--- config.mk ---
export PLATFORM = sky130hd
export DESIGN_NAME = vga_frame_sequencer
export DESIGN_NICKNAME = d
export VERILOG_FILES = /design/src/rtl/vga_pkg.sv /design/src/rtl/vga_pattern_gen.sv /design/src/rtl/vga_frame_sequencer.sv
export SDC_FILE = /design/constraint.sdc
export NUM_CORES = 1
export LEC_CHECK = 0
export ABC_AREA = 1
export BUFFER_PORTS_ARGS = -buffer_cell sky130_fd_sc_hd__buf_2
export CAP_MARGIN = 5
export CELL_PAD_IN_SITES_DETAIL_PLACEMENT = 2
export CELL_PAD_IN_SITES_GLOBAL_PLACEMENT = 2
export CORE_MARGIN = 2
export CORE_UTILIZATION = 38
export CTS_CLUSTER_SIZE = 14
export DETAILED_ROUTE_END_ITERATION = 16
export PLACE_DENSITY = 0.95
export SETUP_SLACK_MARGIN = 0.05
export SLEW_MARGIN = 20
export SYNTH_ARGS = -nofsm -noshare
export SYNTH_HDL_FRONTEND = slang
export SYNTH_HIERARCHICAL = 1
export SYNTH_SLANG_ARGS = --single-unit
export TNS_END_PERCENT = 50
--- constraint.sdc ---
create_clock -name clk -period 6 [get_ports clk]
set_input_delay 1.2 -clock clk [delete_from_list [all_inputs] [get_ports clk]]
set_output_delay 1.2 -clock clk [all_outputs]
set_load 0.01 [all_outputs]
--- src/rtl/vga_pkg.sv ---
// Shared timing defaults, derived constants and payload types for the VGA frame sequencer.
`timescale 1ns/1ps
package vga_pkg;

  localparam int unsigned CNT_W = 10;

  localparam int unsigned CLK_DIV_DEF     = 4;
  localparam int unsigned H_SYNC_DEF      = 96;
  localparam int unsigned H_BP_DEF        = 48;
  localparam int unsigned H_ACTIVE_DEF    = 640;
  localparam int unsigned H_FP_DEF        = 16;
  localparam int unsigned V_SYNC_DEF      = 2;
  localparam int unsigned V_BP_DEF        = 33;
  localparam int unsigned V_ACTIVE_DEF    = 480;
  localparam int unsigned V_FP_DEF        = 10;
  localparam int unsigned AUTO_FRAMES_DEF = 60;

  localparam int unsigned H_TOTAL     = H_SYNC_DEF + H_BP_DEF + H_ACTIVE_DEF + H_FP_DEF;
  localparam int unsigned V_TOTAL     = V_SYNC_DEF + V_BP_DEF + V_ACTIVE_DEF + V_FP_DEF;
  localparam int unsigned H_ACT_START = H_SYNC_DEF + H_BP_DEF;
  localparam int unsigned V_ACT_START = V_SYNC_DEF + V_BP_DEF;

  typedef enum logic [1:0] {
    MODE_SOLID    = 2'd0,
    MODE_BARS     = 2'd1,
    MODE_CHECKER  = 2'd2,
    MODE_GRADIENT = 2'd3
  } mode_t;

  typedef struct packed {
    logic [3:0] r;
    logic [3:0] g;
    logic [3:0] b;
  } rgb_t;

endpackage

--- src/rtl/vga_pattern_gen.sv ---
// Combinational test-pattern generator: pixel position and mode to blanked, channel-masked colour.
`timescale 1ns/1ps
module vga_pattern_gen
  import vga_pkg::*;
(
  input  logic       active,
  input  logic [9:0] x,
  input  logic [3:0] y_blk,
  input  mode_t      mode,
  input  logic       sw1,
  input  logic       sw2,
  input  logic       sw3,
  output rgb_t       rgb_c
);

  rgb_t       raw_c;
  logic [2:0] bar_c;
  logic       chk_c;

  assign bar_c = 3'(x / 10'd80);
  assign chk_c = x[5] ^ y_blk[0];

  // Unmasked pattern for the current mode; y_blk carries y[8:5]
  always_comb begin
    raw_c = '0;
    case (mode)
      MODE_SOLID: begin
        raw_c = '1;
      end
      MODE_BARS: begin
        raw_c.r = {4{bar_c[2]}};
        raw_c.g = {4{bar_c[1]}};
        raw_c.b = {4{bar_c[0]}};
      end
      MODE_CHECKER: begin
        raw_c = {12{chk_c}};
      end
      MODE_GRADIENT: begin
        raw_c.r = x[9:6];
        raw_c.g = y_blk;
        raw_c.b = x[9:6] ^ y_blk;
      end
      default: raw_c = '0;
    endcase
  end

  always_comb begin
    rgb_c = '0;
    if (active) begin
      rgb_c.r = raw_c.r & {4{sw1}};
      rgb_c.g = raw_c.g & {4{sw2}};
      rgb_c.b = raw_c.b & {4{sw3}};
    end
  end

endmodule

--- src/rtl/vga_frame_sequencer.sv ---
// 640x480@60 VGA timing, button/auto mode sequencing and registered pin drivers on a pixel-enable tick.
`timescale 1ns/1ps
module vga_frame_sequencer
  import vga_pkg::*;
#(
  parameter int unsigned CLK_DIV     = CLK_DIV_DEF,
  parameter int unsigned H_SYNC      = H_SYNC_DEF,
  parameter int unsigned H_BP        = H_BP_DEF,
  parameter int unsigned H_ACTIVE    = H_ACTIVE_DEF,
  parameter int unsigned H_FP        = H_FP_DEF,
  parameter int unsigned V_SYNC      = V_SYNC_DEF,
  parameter int unsigned V_BP        = V_BP_DEF,
  parameter int unsigned V_ACTIVE    = V_ACTIVE_DEF,
  parameter int unsigned V_FP        = V_FP_DEF,
  parameter int unsigned AUTO_FRAMES = AUTO_FRAMES_DEF
) (
  input  logic       clk,
  input  logic       rst_n,
  input  logic       btn_next,
  input  logic       auto_en,
  input  logic       sw1,
  input  logic       sw2,
  input  logic       sw3,
  output logic       hsynq,
  output logic       vsynq,
  output logic [3:0] r,
  output logic [3:0] g,
  output logic [3:0] b,
  output logic [1:0] mode,
  output logic       frame_start
);

  localparam int unsigned DIV_W  = (CLK_DIV > 1) ? $clog2(CLK_DIV) : 1;
  localparam int unsigned AF_W   = (AUTO_FRAMES > 1) ? $clog2(AUTO_FRAMES) : 1;
  localparam int unsigned H_TOT  = H_SYNC + H_BP + H_ACTIVE + H_FP;
  localparam int unsigned V_TOT  = V_SYNC + V_BP + V_ACTIVE + V_FP;
  localparam int unsigned H_ACT0 = H_SYNC + H_BP;
  localparam int unsigned V_ACT0 = V_SYNC + V_BP;

  localparam logic [DIV_W-1:0] DIV_LAST   = DIV_W'(CLK_DIV - 1);
  localparam logic [AF_W-1:0]  AF_LAST    = AF_W'(AUTO_FRAMES - 1);
  localparam logic [CNT_W-1:0] H_LAST     = CNT_W'(H_TOT - 1);
  localparam logic [CNT_W-1:0] V_LAST     = CNT_W'(V_TOT - 1);
  localparam logic [CNT_W-1:0] H_SYNC_END = CNT_W'(H_SYNC);
  localparam logic [CNT_W-1:0] V_SYNC_END = CNT_W'(V_SYNC);
  localparam logic [CNT_W-1:0] H_ACT_LO   = CNT_W'(H_ACT0);
  localparam logic [CNT_W-1:0] H_ACT_HI   = CNT_W'(H_ACT0 + H_ACTIVE);
  localparam logic [CNT_W-1:0] V_ACT_LO   = CNT_W'(V_ACT0);
  localparam logic [CNT_W-1:0] V_ACT_HI   = CNT_W'(V_ACT0 + V_ACTIVE);

  localparam logic [1:0] ST_SOLID    = 2'd0;
  localparam logic [1:0] ST_BARS     = 2'd1;
  localparam logic [1:0] ST_CHECKER  = 2'd2;
  localparam logic [1:0] ST_GRADIENT = 2'd3;

  logic [DIV_W-1:0] div_q;
  logic             tick_c;
  logic [CNT_W-1:0] h_q;
  logic [CNT_W-1:0] v_q;
  logic             frame_tick_c;
  logic             btn_s1;
  logic             btn_s2;
  logic             btn_s3;
  logic             btn_edge_c;
  logic             pending_q;
  logic [AF_W-1:0]  frame_cnt_q;
  logic             auto_hit_c;
  logic             advance_c;
  logic [1:0]       state_q;
  logic [1:0]       state_nxt_c;
  logic             active_c;
  logic [9:0]       x_c;
  logic [3:0]       y_blk_c;
  rgb_t             rgb_c;

  // Pixel-enable divider
  always_ff @(posedge clk or negedge rst_n) begin
    if (!rst_n) begin
      div_q <= '0;
    end else if (tick_c) begin
      div_q <= '0;
    end else begin
      div_q <= div_q + DIV_W'(1);
    end
  end

  assign tick_c       = (div_q == DIV_LAST);
  assign frame_tick_c = tick_c && (h_q == '0) && (v_q == '0);

  always_ff @(posedge clk or negedge rst_n) begin
    if (!rst_n) begin
      h_q <= '0;
      v_q <= '0;
    end else if (tick_c) begin
      if (h_q == H_LAST) begin
        h_q <= '0;
        v_q <= (v_q == V_LAST) ? '0 : v_q + CNT_W'(1);
      end else begin
        h_q <= h_q + CNT_W'(1);
      end
    end
  end

  // Button: two-flop synchronizer, third flop for rising-edge detection
  always_ff @(posedge clk or negedge rst_n) begin
    if (!rst_n) begin
      btn_s1 <= 1'b0;
      btn_s2 <= 1'b0;
      btn_s3 <= 1'b0;
    end else begin
      btn_s1 <= btn_next;
      btn_s2 <= btn_s1;
      btn_s3 <= btn_s2;
    end
  end

  assign btn_edge_c = btn_s2 & ~btn_s3;

  // A press landing on the frame tick survives the clear and is served next frame
  always_ff @(posedge clk or negedge rst_n) begin
    if (!rst_n) begin
      pending_q <= 1'b0;
    end else if (frame_tick_c) begin
      pending_q <= btn_edge_c;
    end else if (btn_edge_c) begin
      pending_q <= 1'b1;
    end
  end

  always_ff @(posedge clk or negedge rst_n) begin
    if (!rst_n) begin
      frame_cnt_q <= '0;
    end else if (frame_tick_c) begin
      if (!auto_en || (frame_cnt_q == AF_LAST)) begin
        frame_cnt_q <= '0;
      end else begin
        frame_cnt_q <= frame_cnt_q + AF_W'(1);
      end
    end
  end

  assign auto_hit_c = auto_en && (frame_cnt_q == AF_LAST);
  assign advance_c  = frame_tick_c && (pending_q || auto_hit_c);

  // Mode FSM state register
  always_ff @(posedge clk or negedge rst_n) begin
    if (!rst_n) begin
      state_q <= ST_SOLID;
    end else begin
      state_q <= state_nxt_c;
    end
  end

  always_comb begin
    state_nxt_c = state_q;
    if (advance_c) begin
      case (state_q)
        ST_SOLID:    state_nxt_c = ST_BARS;
        ST_BARS:     state_nxt_c = ST_CHECKER;
        ST_CHECKER:  state_nxt_c = ST_GRADIENT;
        ST_GRADIENT: state_nxt_c = ST_SOLID;
        default:     state_nxt_c = ST_SOLID;
      endcase
    end
  end

  assign mode = state_q;

  assign active_c = (h_q >= H_ACT_LO) && (h_q < H_ACT_HI) &&
                    (v_q >= V_ACT_LO) && (v_q < V_ACT_HI);
  assign x_c      = 10'(h_q - H_ACT_LO);
  assign y_blk_c  = 4'((v_q - V_ACT_LO) >> 5);

  vga_pattern_gen u_pattern (
    .active (active_c),
    .x      (x_c),
    .y_blk  (y_blk_c),
    .mode   (mode_t'(state_q)),
    .sw1    (sw1),
    .sw2    (sw2),
    .sw3    (sw3),
    .rgb_c  (rgb_c)
  );

  // Pin registers load from the pre-increment position on each tick
  always_ff @(posedge clk or negedge rst_n) begin
    if (!rst_n) begin
      hsynq       <= 1'b1;
      vsynq       <= 1'b1;
      r           <= '0;
      g           <= '0;
      b           <= '0;
      frame_start <= 1'b0;
    end else begin
      frame_start <= frame_tick_c;
      if (tick_c) begin
        hsynq <= (h_q >= H_SYNC_END);
        vsynq <= (v_q >= V_SYNC_END);
        r     <= rgb_c.r;
        g     <= rgb_c.g;
        b     <= rgb_c.b;
      end
    end
  end

endmodule
==> results, run 1 <==
- The first-pass GRT wire length is 17600 um.
- The total iterations of the first detailed-routing run is 4.
- The number of synthesized flops with an enable pin is 0.
- Once detail routing completed, the nets flagged for antenna violations numbered 0.
- The H-tree was split into 2 levels.
- In the final layout, the share of cells above drive strength 1 is 13.3%.
- The root buffer cell chosen for the clock tree is clkbuf_8.
- The maximum resistive drop on vdd is 0.000122 V.
- Net switching is 22.4% of the power.
- The category of the worst setup path capture point is a flop.
- The simple logic cell fraction of the synthesized area is 35.3%.
- The total count of hold-check failures in the final report came to 0.
- The final critical path takes up 50.9% of the cycle.
- At the end of routability-driven placement, the weighted congestion stood at 0.878.
- Global routing used 25.1% of the available tracks across all layers.
- The hold-fix buffer count after cts is 0.
- The number of nets in the final layout is 484.
- Yosys mapped the design onto 37 distinct sky130hd cell types.
- The die extent in y is 96.1 um.
- Internal power comes to 0.000502 W.
- The worst pin sits at a relative slew slack of 44.4%.
- The switching power summed over all nets is 0.000145 W.
- The area growth from synthesis to layout is 9.74%.
- Between clock sinks in the finished design, the worst skew comes to 0.00729 ns.
- The worst setup path is launched from a flop.
- The die covers 9240 um2.
- The share of total power dissipated in combinational logic is 2.8%.
- In the synthesized netlist the async set-or-reset flop fraction comes to 100%.
- The final-report setup violation count is 0.
- The total vias in the final route is 3094.
- The highest fanout seen on the critical path is 8.
- For this block, the routed nets add up to 10700 um of wire.
- The post-CTS resize count is 0.
- The post-DP HPWL is 7640 um.
- Summing the sequential cell areas from Yosys gives 38.1% of the chip area.
- Of the total power, registers draw 51.5%.
- The clock-pin slew of the registers on the worst-case setup and hold paths is 0.10 ns.
- The cell count after synthesis is 443.
- The power share of the clock group is 45.7%.
- The initial utilization of the core area, before any placement, comes to 39.3%.
- The die is 96.1 um wide.
- For this design the top-level I/O count stands at 24.
- The synthesized netlist devotes 8.88% of its cell area to compound gates.
- The power per unit of standard cell area is 183 nW/um2.
- The post-synthesis mux area share is 0%.
- Port buffering added 23 buffers.
- Once the clock tree was built, the setup fixing pass inserted 0 buffers.
- In this run the standard cell core region covers 8220 um2.
- The sum of overflow across all layers after global routing is 0.
- The maximum clock path buffer count is 2.
- For this run, design rule violations remaining after detail routing come to 0.
- The final sum of negative setup slack is 0 ns.
- The data required time at the worst endpoint is 6.27 ns.
- TritonCTS built the clock tree.
- The reported max-cap violation count is 0.
- The post-synthesis adder-cell area fraction is 5.04%.
- The filler cell count is 962.
- After the first detailed-routing iteration, the DRC count stood at 120.
- The type of the most critical hold path is flop to flop.
- The minimum period implied by the final worst setup slack is 3.05 ns.
- The via count of the first global-routing pass is 3419.
- The worst-skew pair later-pin latency is 0.33 ns.
- The number of antenna diodes in the final layout is 0.
- The mapped netlist covers 3230 um2.
- For the pin with the worst max-slew slack, the measured transition is 0.830 ns.
- The number of max-slew violations in the final report came to 0.
- The cell count of the worst hold path is 0.
- Overall power consumption after layout is estimated at 0.000647 W.
- The flow ran to the end, and the final reports show no timing, DRC or antenna violations.
- Synthesis inferred 49 register bits.
- Summing the areas of all xor and xnor instances in the mapped netlist gives 3.80% of the synthesized area.
- Setup repair after global routing left no endpoint under its margin.
- The most common flop cell mapped by yosys is dfrtp_1.
- The TritonCTS sink count is 49.
- The achievable frequency is 327 MHz.
- The Yosys step of the flow raised 6 warnings.
- A synthesized cell averages 7.28 um2.
- The combinational family with the most area after synthesis is simple AND/OR/NAND/NOR gates.
- The number of antenna violations at the first check in global routing is 0.
- The count of standard-cell rows is 33.
- The critical path start-end classification is flop to flop.
- In the final routed layout, each cell accounts on average for 18.8 um.
- The detail-routed via count per cell is 5.43.
- The maximum number of pins on one net before global-route repair is 50.
- TritonCTS created 5 clock buffers.
- Summed over all cells, the static leakage comes to 1.85 nW.
- STA puts the critical path data arrival time at 3.32 ns.
- The net count of the mapped netlist is 463.
- Measured in cells, the most critical reg-to-reg path has a length of 18.
## worst max-delay path: stages (launching register included)
cell and delay, ns:
dfrtp_1 0.58, clkinv_2 0.17, nand3_1 0.15, nand2_1 0.08
a31oi_1 0.62, nand3_2 0.21, nand3_1 0.13, nand2_2 0.08
nand2_2 0.09, nand2_1 0.06, nand2_1 0.09, inv_1 0.06
nand2_1 0.09, nand2_1 0.06, nand2_1 0.06, nand2_2 0.08
a21oi_1 0.20, nand2_1 0.08, nand2_1 0.10
## power groups by stage
stage	Combinational, W	Clock [W]	Sequential, W
final	0.0000179	0.000296	0.000333
after global routing	0.0000209	0.000312	0.000333
after CTS	0.0000187	0.000302	0.000333
after detailed placement	0.0000183	0	0.000339
after global placement	0.0000175	0	0.000339
after floorplan	0.00000574	0	0.000339
## cell usage in the layout (no fill, tap or decap), types with 4 or more instances in the layout
cell and n:
nand2_1 136, xor2_1 14, nor2_2 4, ha_1 12, nand2_2 5, nor2_1 41
clkbuf_8 5, nand4_1 9, inv_2 4, o21ai_0 20, nand3_1 35, a21oi_1 15
inv_1 48, buf_2 23, a22oi_1 4, a31oi_1 7, nor3_1 8, dfrtp_1 47
## cells by family after synthesis
| logic type | after synthesis |
|---|---|
| simple gates | 252 |
| buf+inv | 64 |
| flops | 49 |
| fa+ha+maj | 13 |
| compound gates | 51 |
| xor+xnor | 14 |
## registers in the layout, indices dropped and copies added, names as in the netlist, 2 cells and up
name,cells
h_q,10
r,4
v_q,10
mode,2
frame_cnt_q,6
g,4
b,4
div_q,2
## metal layers
layer  track usage (%)  up-vias  wire [um]
met5                 0        -          0
met4              7.38        0        198
met3              3.21       16        184
met2              45.9       33       5570
met1              30.6     1583       4770
li1                  -     1462          -
## through the flow
step | setup WS [ns] | cells | cell area, um2 | hold WS [ns] | utilization (%)
after floorplan | 3.70 | 443 | 3230 | 0.331 | -
after global placement | 3.32 | 562 | 3400 | 0.344 | 41.4
after detailed placement | 3.03 | 562 | 3400 | 0.343 | 41.4
after CTS | 2.95 | 570 | 3540 | 0.376 | 43.0
after global routing | 2.61 | 570 | 3540 | 0.384 | 43.1
final | 2.95 | 570 | 3540 | 0.374 | 43.1
## Yosys cell counts (all sizes together), types with 3 or more instances
cell type	number	area (um2)
dfrtp	47	1180
nor3	10	66.3
clkbuf	3	11.3
xor2	14	123
a31oi	7	43.8
nor2	48	213
a22oi	4	30.0
buf	7	65.1
a21oi	16	83.8
inv	52	195
ha	13	163
nand4	11	90.1
o21ai	20	100
nand2	141	542
nand3	37	195
## path summary, 6_finish.rpt
| kind | slack, ns | endpoint | start |
|---|---|---|---|
| worst max register to register | 2.95 | b[1] | h_q[6] |
| worst max-delay path | 2.95 | b[1] | h_q[6] |
| max in group asynchronous | 4.57 | g[1] | rst_n |
| worst min register to register | 0.37 | btn_s2 | btn_s1 |
| min in group asynchronous | 0.97 | frame_cnt_q[3] | rst_n |
| worst min-delay path | 0.37 | btn_s2 | btn_s1 |
## cell type report
cell class              count  area (um2)  share of cell area (%)
well taps                 105         131                    3.71
clock inverters             3        65.1                    1.84
inverters                  54         209                    5.90
clock buffers               5        68.8                    1.94
repair buffers             24         123                    3.46
multi-input cells         330        1710                    48.4
flip-flops and latches     49        1230                    34.7
Note: power is estimated with default switching activity, not from simulation.
==> run 2: changes to the inputs <==
- CORE_UTILIZATION: 38 -> 31
- PLACE_DENSITY: 0.95 -> 0.84
- clock period: 6 -> 2.45 ns (I/O delays scaled with it)
==> results, run 2 (synthesis gave the netlist of run 1 again) <==
- CTS saw 49 sinks.
- Setup violations remaining at the end of the flow were counted as 0.
- The wire length per cell is 18.7 um.
- Counting stages on the worst path, the most repeated cell is nand2_1.
- The tree is rooted in a clkbuf_8.
- Of the available clock period, the critical path in the final layout requires 98.7%.
- The remaining antenna violation count is 0.
- In the final layout, the registers with the most flip-flops are h_q (10), v_q (10), frame_cnt_q (6).
- The number of max-slew violations in the final report came to 0.
- For this block, the via count after detailed routing is 3183.
- The detailed router finished its first iteration with 76 violations.
- The pre-antenna-repair detailed-routing pass consisted of 4 iterations.
- The clock tree synthesis step divided the H-tree into 2 levels.
- The placeable core region is 10200 um2.
- Setup repair after global routing could not meet its margin everywhere.
- The slew at the pin closest to its max-slew limit is 0.883 ns.
- After global routing the overflow that remains totals 0.
- The minimum period implied by the final worst setup slack is 2.42 ns.
- At the later pin of the worst-skew pair, clock insertion delay measures 0.31 ns.
- The TritonCTS clock tree is yes.
- In this design, the largest share of critical-path delay is due to simple AND/OR/NAND/NOR gates.
- Using the TritonRoute via totals, the vias-per-cell ratio works out to 5.08.
- In the routed design, unresolved DRC markers number 0.
- The element type at the critical path start is a flop.
- Together, buffers and inverters on the worst path number 3.
- The signed area change from the synthesized netlist to the final layout is 23.2%.
- The library cells used most frequently in the layout, excluding fill and tap cells, are 127 x nand2_1, 45 x inv_1, 45 x dfrtp_1, 37 x nor2_1, 29 x nand3_1.
- The highest fanout seen on the critical path is 4.
- The min-delay analysis places its worst path in the category primary input to flop.
- Traced cell by cell, the critical path runs through inv_2, ha_4, a21oi_4, xor2_1, buf_4, inv_4, a21oi_4, nand2_4, nand2_4, nand2_4, nand2_4, nand2_2, nand2_1, nand2_1, nand2_1, nand2_2, a21oi_1, nand2_1, nand2_1.
- The combined global-route utilization of all metal layers is 20.0%.
- In the final layout, the multi-input gates occupy 1920 um2.
- In this run the static leakage power is 2.05 nW.
- The starting density of the core is 31.5%.
- The critical path in this run is classified as flop to flop.
- The worst slew slack as a fraction of its limit is 41.1%.
- In the final layout, flip-flops and latches occupy 1230 um2.
- The number of clock buffers added by TritonCTS is 5.
- The count of antenna diodes in the layout is 0.
- The full die area is 11200 um2.
- The number of antenna violations at the first check in global routing is 0.
- The power per unit of standard cell area is 371 nW/um2.
- Clock-pin slew was measured on the worst setup and hold paths at 0.10 ns.
- The total count of hold-check failures in the final report came to 0.
- The reported max-cap violation count is 0.
- The most common cell after layout, fill and taps aside is nand2_1.
- The achievable frequency is 414 MHz.
- The filler cell count is 1223.
- The first-pass GRT wire length is 17900 um.
- On the critical path, the stage with the largest delay is an instance of dfrtp_1.
- The wire length reported by the detailed router is 11700 um.
- The maximum resistive drop on vdd is 0.000213 V.
- The data required time at the worst endpoint is 2.71 ns.
- The x dimension of the die is 106 um.
- The count of standard-cell rows is 37.
- In the final design database the tool counted 510 nets.
- After clock tree synthesis, the flow added hold-fix buffers numbering 0.
- The worst setup path is captured at a flop.
- The die extent in y is 106 um.
- The run finished with clean final reports.
- For this design the top-level I/O count stands at 24.
- The critical path data arrival time is 2.67 ns.
- Summing all non-filler instances in the final layout gives an area of 3980 um2.
- The via count of the first global-routing pass is 3505.
- The maximum clock path buffer count is 2.
- At the end of routability-driven placement, the weighted congestion stood at 0.797.
- The layout cell share with drive strength beyond 1 is 24.4%.
- After detailed placement, the total cell area comes to 3550 um2.
- The largest single stage delay on the critical path is 0.39 ns.
- Summed over all nets, the half-perimeter wirelength after detailed placement is 8150 um.
- Entering global routing, the biggest net connects 35 pins.
- The overall power is 0.00148 W.
- The setup skew after layout is 0.0146 ns.
- The number of buffers inserted by port buffering is 23.
-- run 2: changes by cell type in the layout (fill, tap and decap cells not counted), moves of 3 or more --
cell,delta
nand2_2,+3
nor2_1,-4
nand3_4,+4
a21oi_2,+4
buf_4,+24
a21oi_1,-6
nand2_1,-9
inv_1,-3
nand3_1,-6
nand2_4,+6
-- run 2: area by class of cell --
cell class	count	area share, %
Timing Repair Buffer	50	8.18
Inverter	54	5.35
Clock inverter	2	0.976
Sequential cell	49	31.0
Tap cell	136	4.28
Clock buffer	6	1.83
Multi-Input combinational cell	330	48.4
-- run 2: path summary, 6_finish.rpt --
| check | from | cells after the start | slack (ns) | to |
|---|---|---|---|---|
| max | h_q[5] | 19 | 0.03 | b[0] |
| min | btn_next | 1 | 0.28 | btn_s1 |
| max reg2reg | h_q[5] | 19 | 0.03 | b[0] |
| min reg2reg | btn_s1 | 0 | 0.37 | btn_s2 |
| max in group asynchronous | rst_n | 2 | 1.44 | h_q[1] |
| min in group asynchronous | rst_n | 1 | 0.29 | mode[1] |
-- run 2: through the flow --
| stage | hold WS (ns) | utilization (%) | worst slack [ns] | setup TNS, ns | instances |
|---|---|---|---|---|---|
| floorplan | 0.194 | - | 0.151 | 0 | 443 |
| global placement | 0.344 | 34.7 | 0.112 | 0 | 608 |
| detailed placement | 0.350 | 34.7 | -0.0525 | -0.0995 | 608 |
| CTS | 0.275 | 36.3 | 0.0565 | 0 | 620 |
| global route | 0.264 | 38.9 | -0.115 | -0.762 | 627 |
| finish | 0.279 | 38.9 | 0.0319 | 0 | 627 |
-- run 2: routing by layer --
metal	up-vias	global-route usage [%]	routed length, um
met5	-	0	0
met4	0	4.61	253
met3	18	2.21	148
met2	31	37.1	6340
met1	1620	24.9	4990
li1	1514	-	-
-- run 2: timing repair --
action,in CTS,in global routing
buffers inserted,4,7
endpoints found under the setup margin,12,12
pin swaps,2,22
gates resized for setup,7,47
-- run 2: power breakdown --
group,internal (W),switching (W)
sequential,0.000812,0.00000392
combinational,0.0000131,0.0000376
clock,0.000308,0.000301
==> run 3: changes to the inputs <==
- CELL_PAD_IN_SITES_DETAIL_PLACEMENT: 2 -> unset
- CELL_PAD_IN_SITES_GLOBAL_PLACEMENT: 2 -> unset
- CORE_UTILIZATION: 31 -> 54
- PLACE_DENSITY: 0.84 -> 0.85
==> results, run 3 (synthesis gave the netlist of run 1 again) <==
- The congestion estimate from routability-driven global placement came to 0.909.
- The TritonCTS clock tree is yes.
- The most numerous cell type found on the critical path is nand2_1.
- After detailed routing, the number of vias per cell comes to 5.47.
- The detail route stage leaves a number of antenna-violating nets equal to 0.
- The wire length reported by the detailed router is 7410 um.
- The tightest hold margin is 0.264 ns.
- For this design the static power due to leakage is 1.94 nW.
- After detailed placement, the design holds a cell count of 544.
- Measured in cells, the most critical reg-to-reg path has a length of 19.
- The worst-case register-to-register setup slack is 0.21 ns.
- Clock-pin slew was measured on the worst setup and hold paths at 0.09 ns.
- Clock tree synthesis found a total of 49 sinks.
- The number of max-slew violations in the final report is 0.
- The worst register-to-register path ends at b[3].
- For this design, the CTS-stage hold fixing added 0 buffers.
- Global routing used 23.6% of the available tracks.
- Summing all multi-input logic gate instances after layout gives 1780 um2.
- For this design the total switching power over the nets is 0.000290 W.
- The startpoint identified for the worst register-to-register timing path is h_q[5].
- The sequential cells in the finished layout cover a total of 1230 um2.
- The final design instance area without fill is 3650 um2.
- The final-report setup violation count is 0.
- In the layout the commonest cells are 135 x nand2_1, 46 x inv_1, 46 x dfrtp_1, 39 x nor2_1, 34 x nand3_1.
- STA puts the critical path data arrival time at 2.48 ns.
- Leaving out filler cells and counting taps, the final layout contains 557.
- Cells with a size suffix above 1 make up 18.5% of the layout.
- The total cell area at the placement stage is 3460 um2.
- The highest fanout seen on the critical path is 5.
- For this design the ratio of total power to cell area is 360 nW/um2.
- Overall power consumption after layout is estimated at 0.00132 W.
- The number of antenna violations at the first check in global routing came to 0.
- The critical path is of the flop to flop type.
- The I/O pin count is 24.
- The wire-length estimate of the detail-placed layout is 5520 um.
- The largest individual stage delay along the critical path comes from the cell dfrtp_1.
- The category of the worst setup path capture point is a flop.
- The largest registers in the layout are h_q (10), v_q (10), frame_cnt_q (6).
- The share of the clock period used by the worst path after layout is 91.6%.
- Once the floorplan was initialized, standard cells occupied 55.1% of the core.
- Summing over every cut layer, the via total after detailed routing is 3047.
- The internal power is 0.00103 W.
- After detailed routing, the average wire length per cell comes to 13.3 um.
- The worst slew slack as a fraction of its limit is 48.5%.
- After the last flow step, the layout net total stands at 501.
- The worst hold path belongs to the class primary input to asynchronous set/reset pin.
- The count of antenna diodes in the layout is 0.
- For this run, the top clock speed supported by timing is 446 MHz.
- Counting along the longest clock path gives a buffer depth of 2.
- The total count of hold-check failures in the final report came to 0.
- The number of buffers inserted by port buffering is 23.
- The floorplan step set the die height to 81.3 um.
- The filler cell count is 491.
- The total number of H-tree levels is 2.
- STA puts the critical path data required time at 2.69 ns.
- The first-pass GRT wire length is 12500 um.
- Clock tree synthesis selected as its root buffer the cell clkbuf_8.
- The worst-skew pair later-pin latency is 0.29 ns.
- The floorplan step set the die width to 81.3 um.
- Per report_power, the sequential group accounts for 61.9% of the total.
- The total iterations of the first detailed-routing run is 5.
- For the pin with the worst max-slew slack, the measured transition is 0.772 ns.
- Relative to the synthesized area, the layout overhead comes to 13.2%.
- The floorplan step defined a die boundary enclosing 6610 um2.
- The most common cell after layout, fill and taps aside is nand2_1.
- Entering global routing, the biggest net connects 36 pins.
- The minimum period implied by the final worst setup slack is 2.24 ns.
- The portion of total power attributed to combinational logic is 3.2%.
- TritonCTS created 5 clock buffers.
- The placeable core region is 5850 um2.
- The via count of the first global-routing pass is 2878.
- The reported max-cap violation count is 0.
- The flow ran to the end, and the final reports show no timing, DRC or antenna violations.
- The critical path goes through inv_2, nand3_2, nand2_4, nor2_2, a31oi_4, nand3_2, nand3_1, nand2_2, nand2_2, nand2_1, nand2_1, nand2_1, nand2_1, nand2_1, nand2_1, nand2_2, a21oi_1, nand2_1, nand2_1.
- The detailed router's first-iteration violation count is 263.
- The longest individual stage delay on the worst path is 0.40 ns.
- The sum of overflow across all layers after global routing is 0.
- The floorplan has 28 rows.
- Setup repair after global routing could not meet its margin everywhere.
- In the routed design, unresolved DRC markers number 0.
- The maximum resistive drop on vdd is 0.000238 V.
- Of the total power, the share spent switching nets is 22.0%.
- The element type at the critical path start is a flop.
- The power share of the clock group is 34.8%.
- Clock skew on the completed layout was measured at 0.00646 ns.
[run 3: changes by cell type in the layout (fill, tap and decap cells not counted), sizes merged]
cell / change
buf: -9
clkbuf: +2
inv: -1
bufinv: -1
[run 3: timing repair]
action	in CTS	in global routing
pin swaps	1	3
endpoints found under the setup margin	8	12
gates resized for setup	3	15
setup buffers	1	4
[run 3: metal layers]
metal  global-route usage [%]  share of wire (%)  vias to the layer above
met5                        0                  0                        -
met4                     5.93                1.6                        0
met3                     4.33                5.2                       22
met2                     40.9                 49                      105
met1                     30.2                 44                     1421
li1                         -                  -                     1499
[run 3: area by class of cell]
cell class,instances,share of cell area [%]
multi-input combinational,330,48.9
sequential,49,33.7
timing repair buffer,41,6.96
inverter,54,5.72
tap,75,2.57
clock buffer,8,2.19
[run 3: worst max-delay path, delay by kind of cell, from the launching register on]
kind            cells  cell delay (ns)
flops               1             0.40
buf+inv             1             0.10
compound gates      2             0.38
simple gates       16             1.31
[run 3: worst max path at each step]
| stage | start | endpoint | slack (ns) | depth (start not counted) |
|---|---|---|---|---|
| finish | h_q[5] | b[3] | 0.21 | 19 |
| global route | h_q[4] | b[0] | 0.01 | 19 |
| CTS | h_q[5] | b[3] | 0.12 | 18 |
| detailed placement | h_q[5] | b[3] | -0.05 | 18 |
| global placement | h_q[5] | b[0] | 0.06 | 18 |
| floorplan | h_q[4] | b[0] | 0.15 | 18 |
[run 3: per-stage QoR]
step	utilization, %	setup WS [ns]	setup TNS (ns)
3_3_place_gp	59.1	0.0604	0
5_1_grt	62.4	0.0118	0
6_report	62.4	0.207	0
4_1_cts	60.9	0.116	0
3_5_place_dp	59.1	-0.0543	-0.268
2_1_floorplan	-	0.151	0
[run 3: power by group through the flow]
| stage | logic (W) | clock network, W | registers, W |
|---|---|---|---|
| after floorplan | 0.0000141 | 0 | 0.000831 |
| after global placement | 0.0000407 | 0 | 0.000830 |
| after detailed placement | 0.0000425 | 0 | 0.000830 |
| after CTS | 0.0000429 | 0.000465 | 0.000815 |
| after global routing | 0.0000499 | 0.000496 | 0.000815 |
| final | 0.0000425 | 0.000458 | 0.000815 |
